## config.mk

```make
export PLATFORM = sky130hd
export DESIGN_NAME = serial_add_ctrl
export DESIGN_NICKNAME = d
export VERILOG_FILES = /design/src/rtl/serial_add_ctrl.sv
export SDC_FILE = /design/constraint.sdc
export NUM_CORES = 1
export LEC_CHECK = 0
export CAP_MARGIN = 20
export CORE_UTILIZATION = 35
export DETAILED_ROUTE_END_ITERATION = 12
export DONT_BUFFER_PORTS = 1
export PLACE_DENSITY = 0.54
export SYNTH_ARGS = -nofsm -noshare
export SYNTH_HDL_FRONTEND = slang
export SYNTH_SLANG_ARGS = --single-unit
```

## constraint.sdc

```tcl
create_clock -name clk -period 2.9 [get_ports clk]
set_clock_uncertainty 0.15 [all_clocks]
set_input_delay 0.58 -clock clk [delete_from_list [all_inputs] [get_ports clk]]
set_output_delay 0.58 -clock clk [all_outputs]
set_load 0.05 [all_outputs]
```

## src/rtl/serial_add_ctrl.sv

```systemverilog
// Bit-serial adder sequencer: drives one external full-adder cell for WIDTH cycles, LSB first,
// and collects the sum and final carry behind a start/ready/done handshake.
module serial_add_ctrl #(
   parameter int unsigned WIDTH = 8
) (
   input  logic             clk,
   input  logic             rst_n,
   input  logic             start,
   input  logic [WIDTH-1:0] a,
   input  logic [WIDTH-1:0] b,
   input  logic             cin,
   output logic             ready,
   output logic             busy,
   output logic             done,
   output logic [WIDTH-1:0] sum,
   output logic             cout,
   output logic             fa_a,
   output logic             fa_b,
   output logic             fa_cin,
   input  logic             fa_s,
   input  logic             fa_cout
);

   localparam int unsigned CntW = (WIDTH > 2) ? $clog2(WIDTH) : 1;
   localparam logic [CntW-1:0] CntLast = CntW'(WIDTH - 1);

   typedef enum logic [1:0] {StIdle, StRun, StDone} state_e;

   state_e           state_q, state_d;
   logic [WIDTH-1:0] a_sh_q, a_sh_d;
   logic [WIDTH-1:0] b_sh_q, b_sh_d;
   logic [WIDTH-1:0] sum_q, sum_d;
   logic [CntW-1:0]  cnt_q, cnt_d;
   logic             carry_q, carry_d;
   logic             cout_q, cout_d;
   logic             accept;
   logic             last;

   always_comb begin
      state_d = state_q;
      a_sh_d  = a_sh_q;
      b_sh_d  = b_sh_q;
      sum_d   = sum_q;
      cnt_d   = cnt_q;
      carry_d = carry_q;
      cout_d  = cout_q;
      accept  = (state_q != StRun) && start;
      last    = (cnt_q == CntLast);

      unique case (state_q)
         StIdle:  if (start) state_d = StRun;
         StRun:   if (last) state_d = StDone;
         StDone:  state_d = start ? StRun : StIdle;
         default: state_d = StIdle;
      endcase

      if (accept) begin
         a_sh_d  = a;
         b_sh_d  = b;
         carry_d = cin;
         cnt_d   = '0;
         sum_d   = '0;
         cout_d  = 1'b0;
      end else if (state_q == StRun) begin
         // Result bits enter at the MSB so the LSB lands at bit 0 after WIDTH shifts.
         sum_d   = {fa_s, sum_q[WIDTH-1:1]};
         carry_d = fa_cout;
         a_sh_d  = a_sh_q >> 1;
         b_sh_d  = b_sh_q >> 1;
         cnt_d   = cnt_q + CntW'(1);
         if (last) cout_d = fa_cout;
      end
   end

   always_ff @(posedge clk or negedge rst_n) begin
      if (!rst_n) begin
         state_q <= StIdle;
         a_sh_q  <= '0;
         b_sh_q  <= '0;
         sum_q   <= '0;
         cnt_q   <= '0;
         carry_q <= 1'b0;
         cout_q  <= 1'b0;
      end else begin
         state_q <= state_d;
         a_sh_q  <= a_sh_d;
         b_sh_q  <= b_sh_d;
         sum_q   <= sum_d;
         cnt_q   <= cnt_d;
         carry_q <= carry_d;
         cout_q  <= cout_d;
      end
   end

   assign ready  = (state_q != StRun);
   assign busy   = (state_q == StRun);
   assign done   = (state_q == StDone);
   assign sum    = sum_q;
   assign cout   = cout_q;
   assign fa_a   = busy & a_sh_q[0];
   assign fa_b   = busy & b_sh_q[0];
   assign fa_cin = busy & carry_q;

endmodule
```

After elaboration in Yosys (flattened, before gate mapping)
Index checks and enable logic that the tools add are counted.
{"block": "totals", "inputBits": 22, "mem_count": 0, "word_cells": 40, "mem_bits_ro": 0, "register_bits": 31, "out_inout_bits": 15, "mem_bits_rw": 0, "latch_bits": 0}
{"block": "op_classes", "n_eq_ne": 6, "n_mux": 17, "bitwise": 3, "shifts": 0, "mul": 0, "order_cmp": 0, "reduce_logical": 6, "addsub": 1, "n_div": 0}
{"operator": "$mux W8", "n": 6}
{"operator": "$mux W1", "n": 6}
{"operator": "$mux W3", "n": 2}
{"operator": "$pmux W2 S3", "n": 1}
{"operator": "$mux W2", "n": 2}
{"operator": "$ne A2 B1 Y1 const B", "n": 2}
{"operator": "$reduce_and A2 Y1", "n": 2}
{"operator": "$reduce_bool A2 Y1", "n": 2}
{"operator": "$add A3 B1 Y3 const B", "n": 1}
{"operator": "$and A1 B1 Y1", "n": 3}
{"operator": "$eq A3 B3 Y1 const B", "n": 1}
{"operator": "$eq A2 B1 Y1 const B", "n": 1}
{"operator": "$eq A2 B2 Y1 const B", "n": 1}
{"operator": "$logic_not A2 Y1", "n": 1}
{"operator": "$ne A2 B2 Y1 const B", "n": 1}
{"operator": "$logic_and A1 B1 Y1", "n": 1}

Logic depth before layout (Yosys ltp)
{"block": "logic_depth", "ltp_word": 4, "ltp_mapped": 7, "ltp_nobuf": 4}

Worst setup path after synthesis
OpenSTA, ideal clock, no wires.
{"block": "synth_path", "path_kind": "register -> output", "from": "reg state_q[1]", "to": "out fa_a", "required_time_ns": 2.170, "stages_incl_launch_ff": 6, "arrival_time_ns": 1.272, "path_buffers": 2, "setup_slack_ns": 0.898, "path_cell_list": "dfrtp_1 nand2b_1 buf_6 inv_6 buf_12 and2_1"}
{"block": "synth_via", "elab_chain_cells": 2}
{"element": "start, declared", "line": "29", "source": "state_e state_q, state_d;"}
{"element": "start signal, assigned", "line": "77", "source": "state_q <= StIdle;"}
{"element": "start signal, assigned", "line": "85", "source": "state_q <= state_d;"}
{"element": "$eq A2 B1 Y1", "line": "96", "source": "assign busy = (state_q == StRun);"}
{"element": "$and A1 B1 Y1", "line": "100", "source": "assign fa_a = busy & a_sh_q[0];"}
{"element": "end, declared", "line": "17", "source": "output logic fa_a,"}
Every way passes these cells.

Final worst setup path
{"block": "layout_path", "from": "reg state_q[1]", "to": "out fa_b"}
{"block": "layout_via", "elab_chain_cells": 2}
{"element": "$eq A2 B1 Y1", "line": "96"}
{"element": "net busy", "line": "13", "source": "output logic busy,"}
{"element": "$and A1 B1 Y1", "line": "101", "source": "assign fa_b = busy & b_sh_q[0];"}
{"element": "end, declared", "line": "18", "source": "output logic fa_b,"}
The timed path passes the listed nets, and every way through them passes these cells.

==> flow_metrics.py <==
metrics = {
    "run_status": {
        "outcome": "completed",
    },
    "critical_path": {
        "start_kind": "flop",
        "max_stage_delay_ns": 0.37,
        "worst_ep_required_time_ns": 2.17,
        "worstRegToRegCells": 5,
        "regToRegEndpoint": "b_sh_q[1]",
        "r2r_start": "state_q[1]",
        "path_cells": "nand2b_1 -> inv_6 -> and2_1 -> buf_12",
        "crit_arrival_ns": 1.64,
        "critPathKind": "reg2out",
        "critPathMaxFanout": 42,
        "cp_slowest_cell": "dfrtp_1",
        "worst_setup_path_end_kind": "output port",
        "worst-r2r-setup-slack_ns": 1.22,
    },
    "layout": {
        "drive_above_1_share_pct": 29.58,
        "nets": 165,
        "most-common-layout-cells": "dfrtp_1, nand2_1, mux2i_1",
        "fin_cells": 192,
        "layout_commonest_cell": "dfrtp_1",
        "antenna_cells": 0,
        "nFillCells": 418,
        "syn2layout_area_growth_pct": 8.824,
    },
    "grt": {
        "grt_pass1_vias": 919,
        "grt-ovfl-total": 0,
        "grt_max_degree": 43,
        "antenna_found_initial": 0,
        "grtUsageTotal_pct": 13.04,
        "grt_first_pass_wirelength_mm": 4.257,
    },
    "clock_network": {
        "path_clk_slew_ns": 0.06,
        "clockBufferDepth": 2,
        "cts_buffers": 5,
        "htree_levels": 2,
        "clk_latency_ns": 0.28,
        "cts_tree": "done",
        "ctsRootBufferMaster": "clkbuf_8",
        "cts.sinks": 31,
    },
    "floorplan": {
        "die_w_um": 68.15,
        "core_area_um2": 4086,
        "io_pins": 37,
        "rows": 23,
        "dieHeight_um": 68.15,
        "die-area_um2": 4644,
        "start_util_pct": 37.48,
    },
    "yosys": {
        "yosysUniqueCellTypes": 21,
        "avgSynthCellArea_um2": 11.26,
        "synth_seq_cells": 31,
        "synth_nets": 160,
        "synth.cell_area_um2": 1531,
        "yosysSeqAreaShare_pct": 50.65,
        "syn_inst": 136,
        "ys_warn_count": 0,
    },
    "hold_path": {
        "holdPathEnd": "carry_q",
        "hold_depth": 2,
        "worstHoldStart": "fa_cout",
        "hold_class": "in2reg",
    },
    "power_and_ir_drop": {
        "powerDensity_nw_per_um2": 1178,
        "max-vdd-ir-drop_v": 0.0005310,
        "total_power_w": 0.001963,
        "leakage_nw": 0.7655,
    },
    "sta": {
        "fin_tns_setup_ns": 0,
        "fmax_mhz": 422.7,
        "drv_slew": 0,
        "max-slew-margin-rel_pct": 65.26,
        "fin_crit_sh_pct": 81.57,
        "period_needed_ns": 2.366,
        "hold_ws_ns": 0.2536,
        "hold_viol_final": 0,
        "rsz0062_at_grt": "false",
        "worst_pin_slew_ns": 0.5212,
        "final-setup-viol-count": 0,
    },
    "place": {
        "gp_congestion": 0.6433,
        "port_buffers": 0,
        "dpl.cell_count": 182,
        "post-dp-hpwl_mm": 1.832,
    },
    "routing": {
        "drtIter0Drc": 24,
        "routed_via_density": 5.005,
        "wire_per_inst_um": 13.99,
        "wl_mm": 2.686,
        "drtAntennaViolNets": 0,
        "drc_errors": 0,
        "num_vias": 961,
        "drtPass1Iterations": 4,
    },
    "job": {
        "maxCapViolations": 0,
    },
}
## metal layers
layer / share of wire [%] / vias up / GRT usage, %
met2: 50 / 25 / 20.83
li1: - / 470 / -
met4: 1.4 / 0 / 5.469
met1: 41 / 460 / 14.11
met5: 0 / - / 0
met3: 7.1 / 6 / 7.333
## layout make-up
class / count / area (um2) / share of cell area (%)
clock inverters: 1 / 5.005 / 0.3003
multi-input cells: 93 / 621.8 / 37.31
inverters: 2 / 12.51 / 0.7508
repair buffers: 8 / 112.6 / 6.757
clock buffers: 7 / 76.32 / 4.580
flip-flops and latches: 31 / 775.7 / 46.55
well taps: 50 / 62.56 / 3.754
## flip-flops by register name, indices dropped and copies added (netlist names)
register  flops
a_sh_q        8
b_sh_q        8
sum           8
cnt_q         3
state_q       2
carry_q       1
cout          1
## cell usage after synthesis
cell	number	area, um2
nand2b_1	1	6.260
buf_4	2	15.01
and2_1	4	25.02
o21ai_0	2	10.01
nand2_1	22	82.58
inv_6	1	8.760
dfrtp_1	31	775.7
o21ai_2	15	131.4
nor2b_1	1	6.260
ha_1	2	25.02
o21ai_1	10	50.05
inv_1	1	3.750
nand2_2	13	81.33
clkbuf_2	2	10.01
buf_2	1	5.000
nand3_1	2	10.01
nor2_1	2	7.510
buf_6	1	11.26
mux2i_1	18	180.2
buf_12	4	80.08
o22ai_1	1	6.260
## per-stage QoR
stage / utilization, % / instance area (um2) / setup slack [ns]
detailed placement: 38.06 / 1555 / 0.8239
CTS: 40.78 / 1667 / 0.5079
global route: 40.78 / 1667 / 0.4161
global placement: 38.06 / 1555 / 0.8576
floorplan: - / 1531 / 0.8976
finish: 40.78 / 1667 / 0.5343
## how the worst max path moves through the flow
stage | startpoint | to | slack, ns
finish | state_q[1] | fa_b | 0.53
global route | state_q[1] | fa_b | 0.42
CTS | state_q[1] | fa_a | 0.51
detailed placement | state_q[1] | fa_a | 0.82
global placement | state_q[1] | fa_cin | 0.86
floorplan | state_q[1] | fa_a | 0.90
## critical path, delay by kind of cell (launching register included)
| kind | cells | cell delay [ns] |
|---|---|---|
| flip-flops | 1 | 0.37 |
| AND/OR/NAND/NOR | 2 | 0.46 |
| buffers and inverters | 2 | 0.52 |
## repair_timing
item / 4_1_cts / 5_1_grt
resized for setup: 0 / 0
hold buffers: 2 / 0
setup buffers: 0 / 0
hold endpoints to repair: 31 / 0
## power by group
group / internal (W) / total, W / switching (W)
logic: 0.000286 / 0.000762 / 0.000476
clock network: 0.000168 / 0.000319 / 0.000151
registers: 0.000599 / 0.000883 / 0.000284
## cell families after synthesis
kind of cell / synth area share, %
compound gates: 12.91
fa+ha+maj: 1.634
buf+inv: 8.741
flops: 50.65
mux: 11.76
simple gates: 14.30
Note: power is estimated with default switching activity, not from simulation.
